===== src/rtl/rv_soc_apb_pkg.sv =====
// Shared types for the APB decoder/multiplexer: FSM state encoding and the
// error codes reported to software through the error record.
package rv_soc_apb_pkg;

    typedef enum logic [1:0] {
        IDLE    = 2'b00,
        SSETUP  = 2'b01,
        SACCESS = 2'b10,
        ERR     = 2'b11
    } apb_dec_state_t;

    typedef enum logic [1:0] {
        ERR_NONE     = 2'b00,
        ERR_UNMAPPED = 2'b01,
        ERR_PRIV     = 2'b10,
        ERR_TIMEOUT  = 2'b11
    } apb_err_code_t;

endpackage


===== src/rtl/rv_soc_apb_tmo_cnt.sv =====
// Saturating slave wait counter; expire flags the last permitted wait cycle.
// A LIMIT of 0 removes the counter entirely and expire never asserts.
module rv_soc_apb_tmo_cnt #(
    parameter int LIMIT = 256
) (
    input  logic clk,
    input  logic rst,
    input  logic clr,
    input  logic inc,
    output logic expire
);

    localparam int CW = (LIMIT > 0) ? $clog2(LIMIT + 1) : 1;

    generate
        if (LIMIT > 0) begin : g_cnt
            logic [CW-1:0] cnt;

            // Holds at LIMIT rather than wrapping so a stale count can never re-expire.
            always_ff @(posedge clk or posedge rst) begin
                if (rst) begin
                    cnt <= '0;
                end else if (clr) begin
                    cnt <= '0;
                end else if (inc && (cnt != CW'(LIMIT))) begin
                    cnt <= cnt + CW'(1);
                end
            end

            assign expire = (cnt == CW'(LIMIT - 1));
        end else begin : g_off
            logic unused_tie;
            assign unused_tie = ^{clk, rst, clr, inc};
            assign expire     = 1'b0;
        end
    endgenerate

endmodule


===== src/rtl/rv_soc_apb_dec_mux.sv =====
// APB decoder/multiplexer with a registered decode stage, error termination for
// unmapped/privileged accesses, a slave wait timeout and a captured error record.
module rv_soc_apb_dec_mux
    import rv_soc_apb_pkg::*;
#(
    parameter int                PADDR_SIZE = 12,
    parameter int                PDATA_SIZE = 32,
    parameter int                SLAVES     = 4,
    parameter int                TIMEOUT    = 256,
    parameter logic [SLAVES-1:0] PRIV_MASK  = '0
) (
    input  logic                  PCLK,
    input  logic                  PRESET,
    input  logic                  PSEL,
    input  logic                  PENABLE,
    input  logic                  PWRITE,
    input  logic [2:0]            PPROT,
    input  logic [PADDR_SIZE-1:0] PADDR,
    output logic [PDATA_SIZE-1:0] PRDATA,
    output logic                  PREADY,
    output logic                  PSLVERR,
    input  logic [PADDR_SIZE-1:0] slv_addr    [SLAVES],
    input  logic [PADDR_SIZE-1:0] slv_mask    [SLAVES],
    output logic                  SLV_PSEL    [SLAVES],
    output logic                  SLV_PENABLE,
    input  logic [PDATA_SIZE-1:0] SLV_PRDATA  [SLAVES],
    input  logic                  SLV_PREADY  [SLAVES],
    input  logic                  SLV_PSLVERR [SLAVES],
    output logic                  err_valid_o,
    output logic [1:0]            err_code_o,
    output logic [PADDR_SIZE-1:0] err_addr_o
);

    localparam int IDX_W = (SLAVES > 1) ? $clog2(SLAVES) : 1;

    typedef struct packed {
        logic [IDX_W-1:0] idx;
        apb_err_code_t    code;
    } dec_t;

    // Lowest matching index wins, hence the descending scan.
    function automatic dec_t decode(
        input logic [PADDR_SIZE-1:0] addr,
        input logic                  priv,
        input logic [PADDR_SIZE-1:0] base [SLAVES],
        input logic [PADDR_SIZE-1:0] mask [SLAVES]
    );
        dec_t d;
        logic hit;
        d.idx  = '0;
        d.code = ERR_NONE;
        hit    = 1'b0;
        for (int n = SLAVES - 1; n >= 0; n--) begin
            if ((addr & mask[n]) == (base[n] & mask[n])) begin
                hit   = 1'b1;
                d.idx = IDX_W'(n);
            end
        end
        if (!hit) begin
            d.code = ERR_UNMAPPED;
        end else if (PRIV_MASK[d.idx] && !priv) begin
            d.code = ERR_PRIV;
        end
        return d;
    endfunction

    apb_dec_state_t        state, state_d;
    dec_t                  dec;
    logic                  setup;
    logic [IDX_W-1:0]      idx_q;
    apb_err_code_t         code_q;
    logic [PADDR_SIZE-1:0] addr_q;
    apb_err_code_t         rec_code;
    logic [PADDR_SIZE-1:0] rec_addr;
    logic                  slv_rdy;
    logic                  tmo_inc;
    logic                  tmo_expire;
    logic                  tmo_fire;
    apb_err_code_t         cur_code;
    logic                  unused_sig;

    assign unused_sig = ^{PWRITE, PPROT[2:1]};
    assign setup      = PSEL & ~PENABLE;
    assign dec        = decode(PADDR, PPROT[0], slv_addr, slv_mask);
    assign slv_rdy    = SLV_PREADY[idx_q];
    assign tmo_inc    = (state == SACCESS) & ~slv_rdy;

    rv_soc_apb_tmo_cnt #(
        .LIMIT (TIMEOUT)
    ) u_tmo_cnt (
        .clk    (PCLK),
        .rst    (PRESET),
        .clr    (state == SSETUP),
        .inc    (tmo_inc),
        .expire (tmo_expire)
    );

    always_ff @(posedge PCLK or posedge PRESET) begin
        if (PRESET) begin
            state    <= IDLE;
            idx_q    <= '0;
            code_q   <= ERR_NONE;
            addr_q   <= '0;
            rec_code <= ERR_NONE;
            rec_addr <= '0;
        end else begin
            state <= state_d;
            if ((state == IDLE) && setup) begin
                idx_q  <= dec.idx;
                code_q <= dec.code;
                addr_q <= PADDR;
            end
            if (err_valid_o) begin
                rec_code <= cur_code;
                rec_addr <= addr_q;
            end
        end
    end

    always_comb begin
        state_d     = state;
        PREADY      = 1'b0;
        PSLVERR     = 1'b0;
        PRDATA      = '0;
        SLV_PENABLE = 1'b0;
        tmo_fire    = 1'b0;
        for (int n = 0; n < SLAVES; n++) begin
            SLV_PSEL[n] = 1'b0;
        end
        case (state)
            IDLE: begin
                if (setup) begin
                    state_d = (dec.code == ERR_NONE) ? SSETUP : ERR;
                end
            end
            SSETUP: begin
                SLV_PSEL[idx_q] = 1'b1;
                state_d         = SACCESS;
            end
            SACCESS: begin
                SLV_PSEL[idx_q] = 1'b1;
                SLV_PENABLE     = 1'b1;
                // A ready slave on the expiry cycle takes precedence over the timeout.
                tmo_fire        = ~slv_rdy & tmo_expire;
                PREADY          = slv_rdy | tmo_fire;
                PSLVERR         = tmo_fire | SLV_PSLVERR[idx_q];
                PRDATA          = tmo_fire ? '0 : SLV_PRDATA[idx_q];
                if (slv_rdy || tmo_fire) begin
                    state_d = IDLE;
                end
            end
            ERR: begin
                PREADY  = 1'b1;
                PSLVERR = 1'b1;
                state_d = IDLE;
            end
            default: state_d = IDLE;
        endcase
    end

    // The record shows the new error during the terminating cycle and holds it afterwards.
    assign err_valid_o = (state == ERR) | tmo_fire;
    assign cur_code    = (state == ERR) ? code_q : ERR_TIMEOUT;
    assign err_code_o  = err_valid_o ? cur_code : rec_code;
    assign err_addr_o  = err_valid_o ? addr_q : rec_addr;

endmodule


===== config.mk =====
export PLATFORM = sky130hd
export DESIGN_NAME = rv_soc_apb_dec_mux
export DESIGN_NICKNAME = d
export VERILOG_FILES = /design/src/rtl/rv_soc_apb_pkg.sv /design/src/rtl/rv_soc_apb_tmo_cnt.sv /design/src/rtl/rv_soc_apb_dec_mux.sv
export SDC_FILE = /design/constraint.sdc
export NUM_CORES = 1
export LEC_CHECK = 0
export BUFFER_PORTS_ARGS = -buffer_cell sky130_fd_sc_hd__buf_2
export CAP_MARGIN = 30
export CORE_AREA = 2 2 117 119
export CTS_BUF_LIST = sky130_fd_sc_hd__clkbuf_8 sky130_fd_sc_hd__clkbuf_16
export CTS_CLUSTER_SIZE = 40
export DETAILED_ROUTE_END_ITERATION = 8
export DIE_AREA = 0 0 119 121
export GPL_ROUTABILITY_DRIVEN = 0
export PLACE_DENSITY = 0.72
export SLEW_MARGIN = 25
export SYNTH_ARGS = -nofsm -noshare
export SYNTH_HDL_FRONTEND = slang
export SYNTH_SLANG_ARGS = --single-unit

===== constraint.sdc =====
create_clock -name PCLK -period 2.5 [get_ports PCLK]
set_input_delay 0.375 -clock PCLK [delete_from_list [all_inputs] [get_ports PCLK]]
set_output_delay 0.375 -clock PCLK [all_outputs]
set_load 0.005 [all_outputs]

==> flow_metrics.env <==
export IMPL_vias=3765
export IMPL_final_cell_mix="buf_2, xor2_1, dfrtp_1, mux4_2, nor2b_1"
export IMPL_max_clock_path_buffers=2
export IMPL_hold_viol_final=0
export IMPL_final_util=0.4406
export IMPL_synth_area_um2=3540
export IMPL_die_width_um=119
export IMPL_rr_worst_depth=6
export IMPL_pre_cts_slack_ns=0.1303
export IMPL_worstSetupEndpointType="primary output"
export IMPL_die_area_um2=14400
export IMPL_yosysTopAreaCell="dfrtp_1"
export IMPL_sw_frac_of_total=0.3350
export IMPL_outcome="finished, final reports clean"
export IMPL_numPortBuffers=301
export IMPL_place_area_um2=5269
export IMPL_timing_max_cap_violations=0
export IMPL_grt_max_degree=39
export IMPL_min_period_ns=2.499
export IMPL_coreArea_um2=13090
export IMPL_avgSynthCellArea_um2=10.96
export IMPL_clk_pin_slew_ns=0.06
export IMPL_worst_slack_ns=0.0006752
export IMPL_combPwrFrac=0.557
export IMPL_fin_area_um2=5766
export IMPL_worst_path_max_fanout=7
export IMPL_slew_violations=0
export IMPL_final_layout_size_suffix_gt1_frac=0.6413
export IMPL_skew_ns=0.004920
export IMPL_grt_overflow_total=0
export IMPL_synth_top_area_frac=0.2828
export IMPL_initial_core_util=0.2705
export IMPL_insertion_delay_ns=0.28
export IMPL_p_seq_frac=0.256
export IMPL_dp_hpwl_um=12260
export IMPL_nNetsFinal=888
export IMPL_cts_sinks=40
export IMPL_synth_cell_types=38
export IMPL_dp_cells=784
export IMPL_fmax_mhz=400.1
export IMPL_grt_pass1_vias=3943
export IMPL_area_growth_pct=62.88
export IMPL_drt_wirelength_per_cell_um=17.87
export IMPL_htree_levels=2
export IMPL_maxSlewHeadroom=0.5894
export IMPL_min_path_type="in -> async"
export IMPL_routed_wl_um=14460
export IMPL_synth_area_leaders="dfrtp_1, mux4_2, xor2_1"
export IMPL_holdWs_ns=0.01354
export IMPL_reg2reg_setup_slack_ns=0.54
export IMPL_holdBufCountCts=0
export IMPL_first_pass_iters=4
export IMPL_fp_dieH_um=121
export IMPL_synth_seq_cells=40
export IMPL_drt_drc_violations_left=0
export IMPL_grtUsageTotal=0.1934
export IMPL_synthCells=323
export IMPL_io_pins=306
export IMPL_numCtsBuffers=5
export IMPL_fin_cells=809
export IMPL_yosysWarnings=0
export IMPL_clock_tree_root_cell="clkbuf_16"
export IMPL_critPathKind="reg -> out"
export IMPL_arrival_ns=2.12
export IMPL_power_switching_uw=1353
export IMPL_final_common_cell="buf_2"
export IMPL_p_clk_frac=0.187
export IMPL_vdd_drop_max_mv=0.4859
export IMPL_reg2reg_to="rec_addr[1]$_DFF_PP0_"
export IMPL_period_share=0.9997
export IMPL_yosysSeqAreaShare=0.2828
export IMPL_syn_nets=582
export IMPL_antenna_found_initial=3
export IMPL_r2r_start="idx_q[0]$_DFFE_PP0P_"
export IMPL_p_int_uw=2685
export IMPL_nFillCells=1251
export IMPL_rsz0062_at_grt="true"
export IMPL_drt_vias_per_instance=4.654
export IMPL_setup_viol=0
export IMPL_antenna_left=0
export IMPL_cts_tree="done"
export IMPL_drtIter0Drc=181
export IMPL_num_rows=42
export IMPL_leakagePower_uw=0.002900
export IMPL_grt_pass1_wl_um=21120
export IMPL_multi_input_area_um2=2470
export IMPL_register_area_um2=1003
export IMPL_powerDensity_nw_per_um2=700.5
export IMPL_cp_required_ns=2.12
export IMPL_setup_worst_path_start_class="flip-flop"
export IMPL_tightest_slew_ns=0.6074
## cells in the mapped netlist
cell and instances:
xor2_1 54, dfrtp_1 40, mux4_2 34, nor2b_1 32
mux2_2 24, a22oi_1 18, nor2_1 18, nand2_1 17
clkbuf_1 9, inv_1 9, clkbuf_2 8, buf_2 7
ha_1 7, a22o_1 4, and3_1 4, nand2b_1 4
nand4_1 4, a21oi_1 3, a221oi_1 3, o21ai_0 3
a21o_1 2, buf_1 2, nor4b_1 2, a211oi_1 1
a211oi_4 1, a21o_2 1, buf_4 1, mux2i_1 1
nand3_1 1, nand3b_1 1, nor3_1 1, nor3b_1 1
o221ai_1 1, o31ai_1 1, o41ai_1 1, or3_1 1
or4_1 1, xnor2_1 1
## per-stage QoR
| stage | TNS (ns) | power, uW |
|---|---|---|
| after floorplan | 0 | 2119 |
| after global placement | 0 | 2901 |
| after detailed placement | 0 | 2952 |
| after CTS | -0.3881 | 3989 |
| after global routing | -0.5921 | 4319 |
| final | 0 | 4039 |
## registers in the layout (all words and copies together), names as in the netlist
signal,cells
rec_addr,12
u_tmo_cnt.g_cnt.cnt,9
rec_code,2
code_q,1
idx_q,2
state,2
addr_q,12
## logic make-up after synthesis
kind of cell             Yosys count  share of synthesized area
multiplexers                      59                     0.2955
AO/OA/AOI/OAI                     39                    0.08554
buffers and inverters             36                    0.04454
AND/OR/NAND/NOR                   87                     0.1308
adder cells (fa/ha/maj)            7                    0.02474
flip-flops                        40                     0.2828
XOR/XNOR                          55                     0.1361
## worst max-delay path: stages (launching register included)
cell     delay, ns
dfrtp_2       0.38
mux4_2        0.56
nor2_4        0.13
a21o_4        0.18
buf_12        0.15
mux2_4        0.32
buf_6         0.12
## power by group through the flow
stage / clock (uW) / combinational, uW / sequential [uW]
finish: 753 / 2250 / 1040
global route: 805 / 2450 / 1060
CTS: 778 / 2180 / 1030
detailed placement: 0 / 1920 / 1030
global placement: 0 / 1880 / 1020
floorplan: 0 / 1140 / 982
## metal layers
layer,up-vias,wire (um),GRT usage
met5,-,0,0
li1,1782,-,-
met3,15,987,0.03571
met2,198,7905,0.3775
met4,0,289,0.05878
met1,1770,5273,0.2102
## worst max path at each step
stage	start	end	slack [ns]	cells after the start
2_1_floorplan	idx_q[0]$_DFFE_PP0P_	err_addr_o[10]	0.28	5
5_1_grt	idx_q[0]$_DFFE_PP0P_	err_addr_o[0]	-0.07	6
4_1_cts	idx_q[0]$_DFFE_PP0P_	err_addr_o[5]	-0.04	6
3_3_place_gp	SLV_PREADY[0]	err_addr_o[1]	0.15	7
3_5_place_dp	SLV_PREADY[0]	err_addr_o[1]	0.13	7
6_report	idx_q[0]$_DFFE_PP0P_	err_addr_o[5]	0.0007	6
## final cells by class
class,instances,share of cell area
Clock buffer,5,0.02170
Multi-Input combinational cell,247,0.4284
Timing Repair Buffer,326,0.3223
Inverter,9,0.005859
Antenna cell,3,0.001302
Tap cell,176,0.03819
Sequential cell,40,0.1740
Clock inverter,3,0.008247
## timing repair
item | in CTS | in global routing
gates cloned | 1 | 0
pin swaps | 2 | 6
setup buffers | 4 | 8
resized for setup | 25 | 12
setup endpoints to repair | 12 | 45
Note: power is estimated with default switching activity, not from simulation.
